File: src/rtl/dsm_modulator_2nd_if.sv
// PCM-in / DSD-out bus of the second-order delta-sigma modulator.
interface dsm_modulator_2nd_if #(
  parameter int PCM_Bit_Length = 32
) ();
  logic signed [PCM_Bit_Length-1:0] PCM_DATA_I;
  logic                             PCM_VALID_I;
  logic                             QUANT_DATA_O;
  logic                             QUANT_VALID_O;
  logic                             OVERLOAD_O;

  modport master (output PCM_DATA_I, PCM_VALID_I,
                  input  QUANT_DATA_O, QUANT_VALID_O, OVERLOAD_O);
  modport slave  (input  PCM_DATA_I, PCM_VALID_I,
                  output QUANT_DATA_O, QUANT_VALID_O, OVERLOAD_O);
endinterface

File: src/rtl/dsm_modulator_2nd.sv
// Second-order 1-bit delta-sigma modulator with zero-order-hold input,
// saturating integrators and overload recovery.
module dsm_modulator_2nd #(
  parameter int PCM_Bit_Length = 32,
  parameter int INT_WIDTH      = 40,
  parameter int RECOVER_LIMIT  = 256
) (
  input  logic             BCLK_I,
  input  logic             RESET_I,
  dsm_modulator_2nd_if.slave bus
);
  localparam int SW = INT_WIDTH + 2;
  localparam int CW = $clog2(RECOVER_LIMIT + 1);
  localparam logic [CW-1:0] LIM = CW'(RECOVER_LIMIT);
  localparam logic signed [SW-1:0] MAXV = {3'b000, {(INT_WIDTH-1){1'b1}}};
  localparam logic signed [SW-1:0] MINV = {3'b111, {(INT_WIDTH-1){1'b0}}};
  localparam logic signed [PCM_Bit_Length-1:0] FBP = {1'b0, {(PCM_Bit_Length-1){1'b1}}};
  localparam logic signed [PCM_Bit_Length-1:0] FBN = {1'b1, {(PCM_Bit_Length-1){1'b0}}};

  typedef enum logic [1:0] {IDLE, RUN, RECOVER} state_t;

  state_t                           state, state_nxt;
  logic signed [PCM_Bit_Length-1:0] x_hold;
  logic signed [INT_WIDTH-1:0]      int1, int2, int1_nxt, int2_nxt;
  logic [CW-1:0]                    cnt, cnt_nxt;
  logic signed [SW-1:0]             xs, fb, sum1, sum2;
  logic                             q, ovf;
  logic                             qd, qv, ov;

  function automatic logic signed [INT_WIDTH-1:0] sat(input logic signed [SW-1:0] v);
    logic signed [SW-1:0] c;
    c = (v > MAXV) ? MAXV : (v < MINV) ? MINV : v;
    return c[INT_WIDTH-1:0];
  endfunction

  // Both integrators share one decision q taken from the current INT2.
  always_comb begin
    xs       = SW'(x_hold >>> 1);
    q        = ~int2[INT_WIDTH-1];
    fb       = q ? SW'(FBP) : SW'(FBN);
    sum1     = SW'(int1) + xs - fb;
    int1_nxt = sat(sum1);
    sum2     = SW'(int2) + SW'(int1_nxt) - fb;
    int2_nxt = sat(sum2);
    ovf      = (sum1 > MAXV) || (sum1 < MINV) || (sum2 > MAXV) || (sum2 < MINV);
    cnt_nxt  = '0;
    if (ovf) cnt_nxt = (cnt == LIM) ? cnt : cnt + 1'b1;
  end

  always_comb begin
    state_nxt = state;
    case (state)
      IDLE:    if (bus.PCM_VALID_I) state_nxt = RUN;
      RUN:     if (cnt_nxt == LIM) state_nxt = RECOVER;
      RECOVER: state_nxt = RUN;
      default: state_nxt = IDLE;
    endcase
  end

  always_ff @(posedge BCLK_I) begin
    if (RESET_I) begin
      state  <= IDLE;
      x_hold <= '0;
      int1   <= '0;
      int2   <= '0;
      cnt    <= '0;
      qd     <= 1'b0;
      qv     <= 1'b0;
      ov     <= 1'b0;
    end else begin
      state <= state_nxt;
      if (bus.PCM_VALID_I) x_hold <= bus.PCM_DATA_I;
      case (state)
        IDLE: begin
          int1 <= '0;
          int2 <= '0;
          cnt  <= '0;
          qd   <= ~qd;
          qv   <= 1'b0;
          ov   <= 1'b0;
        end
        RUN: begin
          int1 <= int1_nxt;
          int2 <= int2_nxt;
          cnt  <= cnt_nxt;
          qd   <= q;
          qv   <= 1'b1;
          ov   <= ovf;
        end
        default: begin
          int1 <= '0;
          int2 <= '0;
          cnt  <= '0;
          qd   <= 1'b0;
          qv   <= 1'b0;
          ov   <= 1'b0;
        end
      endcase
    end
  end

  assign bus.QUANT_DATA_O  = qd;
  assign bus.QUANT_VALID_O = qv;
  assign bus.OVERLOAD_O    = ov;
endmodule
File: src/flat_wrapper.sv
// flat-port wrapper written by rule: the top's interface ports become plain ports
module dsm_modulator_2nd_flat 
#(
  parameter int PCM_Bit_Length = 32,
  parameter int INT_WIDTH      = 40,
  parameter int RECOVER_LIMIT  = 256
)
  (BCLK_I, RESET_I, bus_PCM_DATA_I, bus_PCM_VALID_I, bus_QUANT_DATA_O, bus_QUANT_VALID_O, bus_OVERLOAD_O);
  dsm_modulator_2nd_if #(.PCM_Bit_Length(PCM_Bit_Length)) bus_i ();
  input  logic BCLK_I;
  input  logic RESET_I;
  input wire logic [$bits(bus_i.PCM_DATA_I)-1:0] bus_PCM_DATA_I;
  input wire logic [$bits(bus_i.PCM_VALID_I)-1:0] bus_PCM_VALID_I;
  output wire logic [$bits(bus_i.QUANT_DATA_O)-1:0] bus_QUANT_DATA_O;
  output wire logic [$bits(bus_i.QUANT_VALID_O)-1:0] bus_QUANT_VALID_O;
  output wire logic [$bits(bus_i.OVERLOAD_O)-1:0] bus_OVERLOAD_O;
  assign bus_i.PCM_DATA_I = bus_PCM_DATA_I;
  assign bus_i.PCM_VALID_I = bus_PCM_VALID_I;
  assign bus_QUANT_DATA_O = bus_i.QUANT_DATA_O;
  assign bus_QUANT_VALID_O = bus_i.QUANT_VALID_O;
  assign bus_OVERLOAD_O = bus_i.OVERLOAD_O;
  dsm_modulator_2nd #(.PCM_Bit_Length(PCM_Bit_Length), .INT_WIDTH(INT_WIDTH), .RECOVER_LIMIT(RECOVER_LIMIT)) u_core (.BCLK_I(BCLK_I), .RESET_I(RESET_I), .bus(bus_i));
endmodule
File: config.mk
export PLATFORM = sky130hd
export DESIGN_NAME = dsm_modulator_2nd_flat
export DESIGN_NICKNAME = d
export VERILOG_FILES = /design/src/rtl/dsm_modulator_2nd_if.sv /design/src/rtl/dsm_modulator_2nd.sv /design/src/flat_wrapper.sv
export SDC_FILE = /design/constraint.sdc
export NUM_CORES = 1
export LEC_CHECK = 0
export ABC_CLOCK_PERIOD_IN_PS = 13200
export BUFFER_PORTS_ARGS = -buffer_cell sky130_fd_sc_hd__buf_2
export CAP_MARGIN = 20
export CORE_AREA = 2 2 122 242
export CTS_CLUSTER_DIAMETER = 200
export DETAILED_ROUTE_END_ITERATION = 6
export DIE_AREA = 0 0 124 244
export MAX_ROUTING_LAYER = met4
export PLACE_DENSITY_LB_ADDON = 0.15
export SETUP_SLACK_MARGIN = 0.5
export SYNTH_ARGS = -nofsm -noshare
export SYNTH_HDL_FRONTEND = slang
export SYNTH_SLANG_ARGS = --single-unit
File: constraint.sdc
create_clock -name BCLK_I -period 13.2 [get_ports BCLK_I]
set_input_delay 1.32 -clock BCLK_I [delete_from_list [all_inputs] [get_ports BCLK_I]]
set_output_delay 1.32 -clock BCLK_I [all_outputs]
set_load 0.005 [all_outputs]
==> impl_metrics.tcl, run 1 <==
set metrics [dict create \
    status "finished, final reports clean" \
    core_area_um2 28300 \
    syn_inst 1325 \
    end_kind "flop" \
    synthArstFlopShare_pct 0 \
    antenna_found_initial 0 \
    ant_nets 0 \
    grt_max_degree 42 \
    die_x_um 124 \
    grt_pass1_vias 9594 \
    synth_cell_types 81 \
    period_share_pct 71.3 \
    cts_root_buffer "clkbuf_16" \
    r2r_start "u_core.int2[39]" \
    initial_core_util_pct 39.6 \
    fill_cells 2916 \
    most-common-layout-cells "inv_1 (154), dfxtp_1 (124), o21ai_0 (112)" \
    period_minus_slack_ns 9.41 \
    clk_path_buf_depth 2 \
    rsz0062_at_grt "false" \
    crit_slowest_cell "dfxtp_4" \
    yosys.area.top_type "dfxtp_1" \
    final_common_cell "inv_1" \
    setup_viol 0 \
    drt_iter0_drc 361 \
    worstPathRequired_ns 13.50 \
    hold_start "u_core.state[1]" \
    netlist_area_um2 11200 \
    clk_pin_slew_worst_paths_ns 0.06 \
    pre_cts_ws_ns 3.72 \
    core.rowCount 87 \
    syn_nets 1527 \
    drc_errors 0 \
    insertedDiodeCount 0 \
    num_vias 9227 \
    cts_tree "yes" \
    fin_ws_ns 3.79 \
    max_stage_delay_ns 0.71 \
    cts.sinks 125 \
    finalMaxSlewViolations 0 \
    yosysTopAreaCellShare_pct 22.3 \
    gr-usage-all-layers_pct 21.1 \
    cp_max_fo 32 \
    start_kind "flop" \
    synth-main-ff-cell "dfxtp_1" \
    htreeDepth 4 \
    synth_edf_count 0 \
    synth_area_per_cell_um2 8.46 \
    max_freq_mhz 106 \
    cts_buffers 17 \
    crit_path_frequent_cell "o21ai_0" \
    hold_path_class "flop to flop" \
    ys_seq_area_share_pct 22.3 \
    dr.pass1.iters 7 \
    viasPerCell 5.44 \
    worstSetupPathType "flop to flop" \
    grt_pass1_wl_mm 47.5 \
    crit_start "u_core.int2[39]" \
    drive_gt1_share_pct 10.0 \
    routabilityCongestion 0.953 \
    dr_wl_met2_mm 17.0 \
    gr-total-overflow 0 \
    wl_met3_um 664 \
    place_hpwl_mm 23.6 \
    worst_pin_slew_ns 1.05 \
    fin_setup_tns_ns 0 \
    post-cts-setup-buffer-count 0 \
    port_buffers 36 \
    highest_layer "met4" \
    yosys-top-cells-area "dfxtp_1 (22%), fa_1 (14%), ha_1 (9.8%), inv_1 (5.2%), o21ai_0 (5.0%)" \
    slew_headroom_pct 30.1 \
    wl_met1_mm 10.6 \
    cap_violations 0 \
    hold_viol_final 0 \
    ys_ff_latch 125 \
    clk_latency_ns 0.45 \
    yosys_warnings 0 \
    die-area_um2 30300 \
    cts_resized 0 \
    wirelength_mm 29.7 \
    wl_per_cell_um 17.5 \
    ios 38 \
    fin_skew_ns 0.0102 \
    fin_nets 1529 \
    area_growth_pct 8.57 \
    cp.arrival_ns 9.71 \
    cts_hold_buf 0 \
    fp.dieH_um 244 \
]
state kept, by name, indices dropped and copies added, names as in the netlist:
name                      count
u_core.int1                  40
u_core.int2                  40
u_core.x_hold                31
u_core.cnt                    9
u_core.state                  2
u_core.bus.OVERLOAD_O         1
u_core.bus.QUANT_DATA_O       1
u_core.bus.QUANT_VALID_O      1
Yosys cell counts (7+ instances only):
cell type / count
inv_1: 155
dfxtp_1: 125
o21ai_0: 112
a21oi_1: 101
nor2_1: 92
ha_1: 88
fa_1: 79
nand2_1: 72
xor2_1: 43
xnor2_1: 39
mux2i_1: 34
a21o_1: 32
clkbuf_1: 29
nand3_1: 28
nor3_1: 27
o21ba_2: 23
nand4_1: 21
o21bai_1: 21
buf_2: 20
o21a_1: 15
a31oi_1: 13
nor2b_1: 11
and2_1: 9
o211ai_1: 8
o21ai_2: 8
or2_2: 8
and3_1: 7
nand2b_1: 7
o31ai_1: 7
final cells by class:
class / instances / area [um^2] / share of cell area (%)
inverter: 156 / 586 / 4.81
clock buffer: 21 / 472 / 3.88
multi-input combinational: 984 / 7820 / 64.3
sequential: 125 / 2510 / 20.6
clock inverter: 11 / 108 / 0.884
tap: 356 / 445 / 3.66
timing repair buffer: 43 / 233 / 1.91
routing by layer:
metal / track usage [%] / vias up
li1: - / 4574
met4: 10.2 / 0
met3: 3.01 / 78
met5: - / -
met2: 40.8 / 164
met1: 19.3 / 4411
kinds of logic (layout without fill, tap and decap cells):
family,after synthesis,after routing,synth area share [%]
AOI/OAI and AO/OA,399,399,23.3
and+or+nand+nor,300,300,12.8
buffers and inverters,216,231,7.90
adders and majority gates,167,167,23.9
DFF,125,125,22.3
xor gates and xnor gates,83,83,6.55
muxes,35,35,3.14
worst max-delay path, delay by kind of cell (launching register included):
| family | cells | cell delay [ns] |
|---|---|---|
| flops | 1 | 0.71 |
| compound gates | 15 | 4.31 |
| fa+ha+maj | 4 | 1.76 |
| simple gates | 3 | 0.77 |
| buf+inv | 4 | 1.46 |
| xor+xnor | 1 | 0.20 |
path summary, 6_finish.rpt:
kind | cells after the start | slack (ns) | to
worst max-delay path | 27 | 3.79 | u_core.int2[8]
worst min-delay path | 1 | 0.46 | u_core.bus.QUANT_DATA_O
worst max register to register | 27 | 3.79 | u_core.int2[8]
worst min register to register | 1 | 0.46 | u_core.bus.QUANT_DATA_O
stage by stage:
stage	util, %	instances	area (um^2)	hold WS (ns)
global placement	40.9	1664	11600	0.451
detailed placement	40.9	1664	11600	0.445
finish	43.0	1696	12200	0.463
floorplan	-	1325	11200	0.423
global route	43.0	1696	12200	0.487
CTS	43.0	1696	12200	0.463
Power of run 1 is left out: the tool's default activity adds up to more than one toggle a clock period on the data nets, which glitch-free logic cannot reach.
==> run 2: changes to the inputs <==
--- a/config.mk
+++ b/config.mk
@@ -5,13 +5,14 @@
 export SDC_FILE = /design/constraint.sdc
 export NUM_CORES = 1
 export LEC_CHECK = 0
-export ABC_CLOCK_PERIOD_IN_PS = 13200
+export ABC_AREA = 1
+export ABC_CLOCK_PERIOD_IN_PS = 8900
 export BUFFER_PORTS_ARGS = -buffer_cell sky130_fd_sc_hd__buf_2
 export CAP_MARGIN = 20
-export CORE_AREA = 2 2 122 242
+export CORE_AREA = 2 2 124 246
 export CTS_CLUSTER_DIAMETER = 200
 export DETAILED_ROUTE_END_ITERATION = 6
-export DIE_AREA = 0 0 124 244
+export DIE_AREA = 0 0 126 248
 export MAX_ROUTING_LAYER = met4
 export PLACE_DENSITY_LB_ADDON = 0.15
 export SETUP_SLACK_MARGIN = 0.5
==> constraint.sdc (replaced) <==
create_clock -name BCLK_I -period 8.9 [get_ports BCLK_I]
set_input_delay 0.89 -clock BCLK_I [delete_from_list [all_inputs] [get_ports BCLK_I]]
set_output_delay 0.89 -clock BCLK_I [all_outputs]
set_load 0.005 [all_outputs]
==> impl_metrics.tcl, run 2 <==
set metrics [dict create \
    fill_cells 3199 \
    period_minus_slack_ns 7.28 \
    cts.sinks 125 \
    core.rowCount 89 \
    synthArstFlopShare_pct 0 \
    synth_cell_types 46 \
    dp_cells 2094 \
    dr.pass1.iters 5 \
    cap_violations 0 \
    routabilityCongestion 0.965 \
    cts_tree "yes" \
    insertedDiodeCount 0 \
    drc_errors 0 \
    ant_nets 0 \
    antenna_found_initial 0 \
    area_growth_pct 9.63 \
    netlist_area_um2 11500 \
    hold_viol_final 0 \
    clk_path_buf_depth 2 \
    finalMaxSlewViolations 0 \
    crit_path_frequent_cell "nand2_1" \
    gr-usage-all-layers_pct 23.5 \
    start_kind "flop" \
    crit_slowest_cell "dfxtp_4" \
    syn_nets 1912 \
    synth_most_common_cell "nand2_1" \
    endpoint "u_core.int2[37]" \
    wirelength_mm 34.2 \
    port_buffers 36 \
    status "finished, final reports clean" \
    max_stage_delay_ns 0.78 \
    die_x_um 126 \
    fin_skew_ns 0.00929 \
    yosysTopAreaCellShare_pct 21.7 \
    gr-total-overflow 0 \
    end_kind "flop" \
    clk_pin_slew_worst_paths_ns 0.06 \
    cts_buffers 17 \
    rsz0062_at_grt "false" \
    r2r.worst_path.cells 36 \
    place_hpwl_mm 28.3 \
    setup_viol 0 \
    r2r_slack_ns 1.62 \
    post-cts-setup-buffer-count 0 \
    final_common_cell "nand2_1" \
    syn_inst 1710 \
    cts_resized 0 \
    initial_core_util_pct 39.3 \
    most-common-layout-cells "nand2_1 (511), inv_1 (313), nor2_1 (162)" \
    ios 38 \
    grt_max_degree 37 \
    ys_seq_area_share_pct 21.7 \
    clk_latency_ns 0.44 \
    core_area_um2 29400 \
    reg2reg_to "u_core.int2[37]" \
    htreeDepth 4 \
    worstSetupPathType "flop to flop" \
    fin_nets 1951 \
    fin_setup_tns_ns 0 \
    wl_per_cell_um 16.1 \
    ys_ff_latch 125 \
    crit_start "u_core.int2[39]" \
    drive_gt1_share_pct 6.81 \
    synth_area_per_cell_um2 6.75 \
    largest_registers "u_core.int1 x40, u_core.int2 x40, u_core.x_hold x31" \
    grt_pass1_wl_mm 55.1 \
    synth-main-ff-cell "dfxtp_1" \
    worstPathRequired_ns 9.22 \
    yosys.area.top_type "dfxtp_1" \
    num_vias 10403 \
    yosys-top-cells-count "nand2_1 (511), inv_1 (314), nor2_1 (162)" \
    r2r_start "u_core.int2[39]" \
    synth_edf_count 0 \
    worst_pin_slew_ns 0.778 \
    fin_cells 2126 \
    period_share_pct 81.8 \
    cts_root_buffer "clkbuf_16" \
    cp_max_fo 36 \
    max_freq_mhz 137 \
    viasPerCell 4.89 \
    yosys-top-cells-area "dfxtp_1 (22%), nand2_1 (17%), fa_1 (14%), inv_1 (10%), ha_1 (9.5%)" \
    drt_iter0_drc 390 \
    die-area_um2 31200 \
    yosys_warnings 0 \
    cp.arrival_ns 7.60 \
    hold_path_class "flop to flop" \
    grt_pass1_vias 10900 \
    cts_hold_buf 0 \
    slew_headroom_pct 48.1 \
    fp.dieH_um 248 \
]
## run 2: critical path, delay by kind of cell (launching register included)
family / cells / cell delay, ns
compound gates: 5 / 0.61
fa+ha+maj: 4 / 1.55
buf+inv: 7 / 1.76
flops: 1 / 0.78
simple gates: 20 / 2.42
## run 2: cells by family (layout without fill, tap and decap cells)
| logic type | after synthesis | count (layout) | share of synthesized area, % |
|---|---|---|---|
| flops | 125 | 125 | 21.7 |
| compound gates | 235 | 235 | 11.2 |
| fa+ha+maj | 167 | 167 | 23.2 |
| simple gates | 752 | 752 | 26.0 |
| xor+xnor | 75 | 75 | 5.69 |
| buf+inv | 356 | 408 | 12.1 |
## run 2: stage by stage
stage	setup WS, ns	utilization, %	hold slack, ns	area (um^2)
global placement	1.61	41.2	0.463	12100
global route	0.995	43.1	0.494	12700
CTS	1.53	43.1	0.477	12700
detailed placement	1.56	41.2	0.468	12100
floorplan	1.22	-	0.433	11500
finish	1.62	43.1	0.464	12700
## run 2: area by class of cell
type                            count  area [um^2]  share of cell area, %
Timing Repair Buffer               50          285                   2.25
Multi-Input combinational cell   1229         7640                   60.4
Tap cell                          364          455                   3.60
Inverter                          326         1220                   9.67
Clock inverter                     12         97.6                  0.771
Clock buffer                       20          447                   3.53
Sequential cell                   125         2510                   19.8
## run 2: per-layer routing
metal | up-vias | share of wire (%) | global-route usage (%) | wire [um]
met5 | - | 0 | - | 0
met4 | 0 | 6.1 | 13.3 | 2070
met3 | 86 | 1.9 | 2.87 | 635
met2 | 160 | 56 | 45.9 | 19300
met1 | 4816 | 36 | 21.5 | 12200
li1 | 5341 | - | - | -
## run 2: worst min-delay path by stage
stage	from	endpoint	slack [ns]	cells past startpoint
after floorplan	u_core.bus.QUANT_DATA_O	u_core.bus.QUANT_DATA_O	0.43	1
after global placement	u_core.x_hold[17]	u_core.x_hold[17]	0.46	2
after detailed placement	u_core.bus.QUANT_DATA_O	u_core.bus.QUANT_DATA_O	0.47	1
after CTS	u_core.bus.QUANT_DATA_O	u_core.bus.QUANT_DATA_O	0.48	1
after global routing	u_core.x_hold[15]	u_core.x_hold[15]	0.49	2
final	u_core.bus.QUANT_DATA_O	u_core.bus.QUANT_DATA_O	0.46	1
Power of run 2 is left out for the same reason.
==> run 3: changes to the inputs <==
--- a/config.mk
+++ b/config.mk
@@ -6,7 +6,7 @@
 export NUM_CORES = 1
 export LEC_CHECK = 0
 export ABC_AREA = 1
-export ABC_CLOCK_PERIOD_IN_PS = 8900
+export ABC_CLOCK_PERIOD_IN_PS = 6200
 export BUFFER_PORTS_ARGS = -buffer_cell sky130_fd_sc_hd__buf_2
 export CAP_MARGIN = 20
 export CORE_AREA = 2 2 124 246
==> constraint.sdc (replaced) <==
create_clock -name BCLK_I -period 6.2 [get_ports BCLK_I]
set_input_delay 0.62 -clock BCLK_I [delete_from_list [all_inputs] [get_ports BCLK_I]]
set_output_delay 0.62 -clock BCLK_I [all_outputs]
set_load 0.005 [all_outputs]
==> impl_metrics.tcl, run 3 (synthesized netlist as in run 2, its figures left out) <==
set metrics [dict create \
    gr-total-overflow 0 \
    end_kind "flop" \
    drt_iter0_drc 429 \
    status "finished, final reports clean" \
    num_vias 11101 \
    wirelength_mm 38.3 \
    grt_pass1_wl_mm 57.1 \
    pre_cts_ws_ns 0.142 \
    drive_gt1_share_pct 32.4 \
    cp_max_fo 17 \
    fin_nets 2050 \
    hold_viol_final 0 \
    r2r_start "u_core.int2[39]" \
    cp.arrival_ns 6.09 \
    area_growth_pct 38.1 \
    worstSetupPathType "flop to flop" \
    routabilityCongestion 0.976 \
    r2r.worst_path.cells 36 \
    grt_max_degree 48 \
    crit_slowest_cell "dfxtp_4" \
    crit_path_frequent_cell "nand2_1" \
    slew_headroom_pct 36.7 \
    wl_per_cell_um 17.2 \
    cts_tree "yes" \
    hold_path_class "primary input to flop" \
    multi_input_area_um2 9720 \
    clk_latency_ns 0.45 \
    final_common_cell "nand2_1" \
    largest_registers "u_core.int1 x40, u_core.int2 x40, u_core.x_hold x31" \
    holdWs_ns 0.419 \
    grt_util_met2_pct 48.7 \
    grt_util_met3_pct 2.97 \
    fill_cells 2872 \
    viasPerCell 4.99 \
    finalMaxSlewViolations 0 \
    clk_path_buf_depth 2 \
    period_minus_slack_ns 5.71 \
    dr.pass1.iters 5 \
    regArea_um2 2510 \
    worstPathRequired_ns 6.58 \
    cts.sinks 125 \
    port_buffers 36 \
    die-area_um2 31200 \
    r2r_slack_ns 0.49 \
    start_kind "flop" \
    reg2reg_to "u_core.int2[13]" \
    fin_ws_ns 0.486 \
    cap_violations 0 \
    hold_start "bus_PCM_DATA_I[16]" \
    max_stage_delay_ns 0.50 \
    worst_pin_slew_ns 0.950 \
    fin_setup_tns_ns 0 \
    dp_cells 2116 \
    period_share_pct 92.2 \
    core_area_um2 29400 \
    drc_errors 0 \
    fin_skew_ns 0.0113 \
    fp.dieH_um 248 \
    most-common-layout-cells "nand2_1 (373), inv_1 (265), nor2_1 (125)" \
    top_usage_layer "met2" \
    grt_use_met1_pct 21.8 \
    ant_nets 0 \
    whs_path_depth 3 \
    die_x_um 126 \
    htreeDepth 4 \
    fin_cells 2224 \
    whs_endpoint "u_core.x_hold[16]" \
    grt_pass1_vias 11401 \
    clk_pin_slew_worst_paths_ns 0.07 \
    max_freq_mhz 175 \
    initial_core_util_pct 39.3 \
    ios 38 \
    insertedDiodeCount 0 \
    antenna_found_initial 0 \
    rsz0062_at_grt "true" \
    cts_root_buffer "clkbuf_16" \
    core.rowCount 89 \
    setup_viol 0 \
    place_hpwl_mm 28.1 \
    cts_buffers 17 \
    gr-usage-all-layers_pct 24.6 \
]
==> run 3: how the worst max path moves through the flow <==
| stage | from | endpoint | slack, ns | cells past startpoint |
|---|---|---|---|---|
| final | u_core.int2[39] | u_core.int2[13] | 0.49 | 36 |
| after floorplan | u_core.int2[39] | u_core.int2[11] | -0.59 | 37 |
| after detailed placement | u_core.x_hold[31] | u_core.int2[13] | 0.14 | 35 |
| after global routing | u_core.int2[39] | u_core.int2[23] | 0.24 | 40 |
| after global placement | u_core.int2[39] | u_core.int2[29] | 0.21 | 34 |
| after CTS | u_core.int2[39] | u_core.int2[31] | 0.46 | 37 |
==> run 3: repair_timing <==
item	CTS	global route
hold buffers	0	0
pin swaps	19	149
resized for setup	128	301
gates cloned	6	6
setup endpoints to repair	51	52
buffers inserted	24	41
==> run 3: routing by layer <==
layer  up-vias  part of all wire (%)
met2       193                    58
li1       5541                     -
met3       111                   1.8
met4         0                   6.1
met5         -                     0
met1      5256                    34
==> run 3: layout make-up <==
cell class,count,share of cell area (%)
Sequential cell,125,15.7
Tap cell,364,2.86
Multi-Input combinational cell,1229,61.0
Timing Repair Buffer,149,9.14
Clock inverter,13,0.738
Inverter,326,7.80
Clock buffer,18,2.75
==> run 3: critical path: cells and delay by family (launching register included) <==
| kind | cells | cell delay [ns] |
|---|---|---|
| fa+ha+maj | 4 | 1.54 |
| simple gates | 17 | 1.50 |
| compound gates | 5 | 0.87 |
| flops | 1 | 0.50 |
| buf+inv | 10 | 1.23 |
==> run 3: per-stage QoR <==
stage | cell area [um^2] | util (%)
3_3_place_gp | 12800 | 43.6
3_5_place_dp | 12800 | 43.6
2_1_floorplan | 12000 | -
6_report | 15900 | 54.2
4_1_cts | 14500 | 49.3
5_1_grt | 15900 | 54.2
Power of run 3 is left out for the same reason.
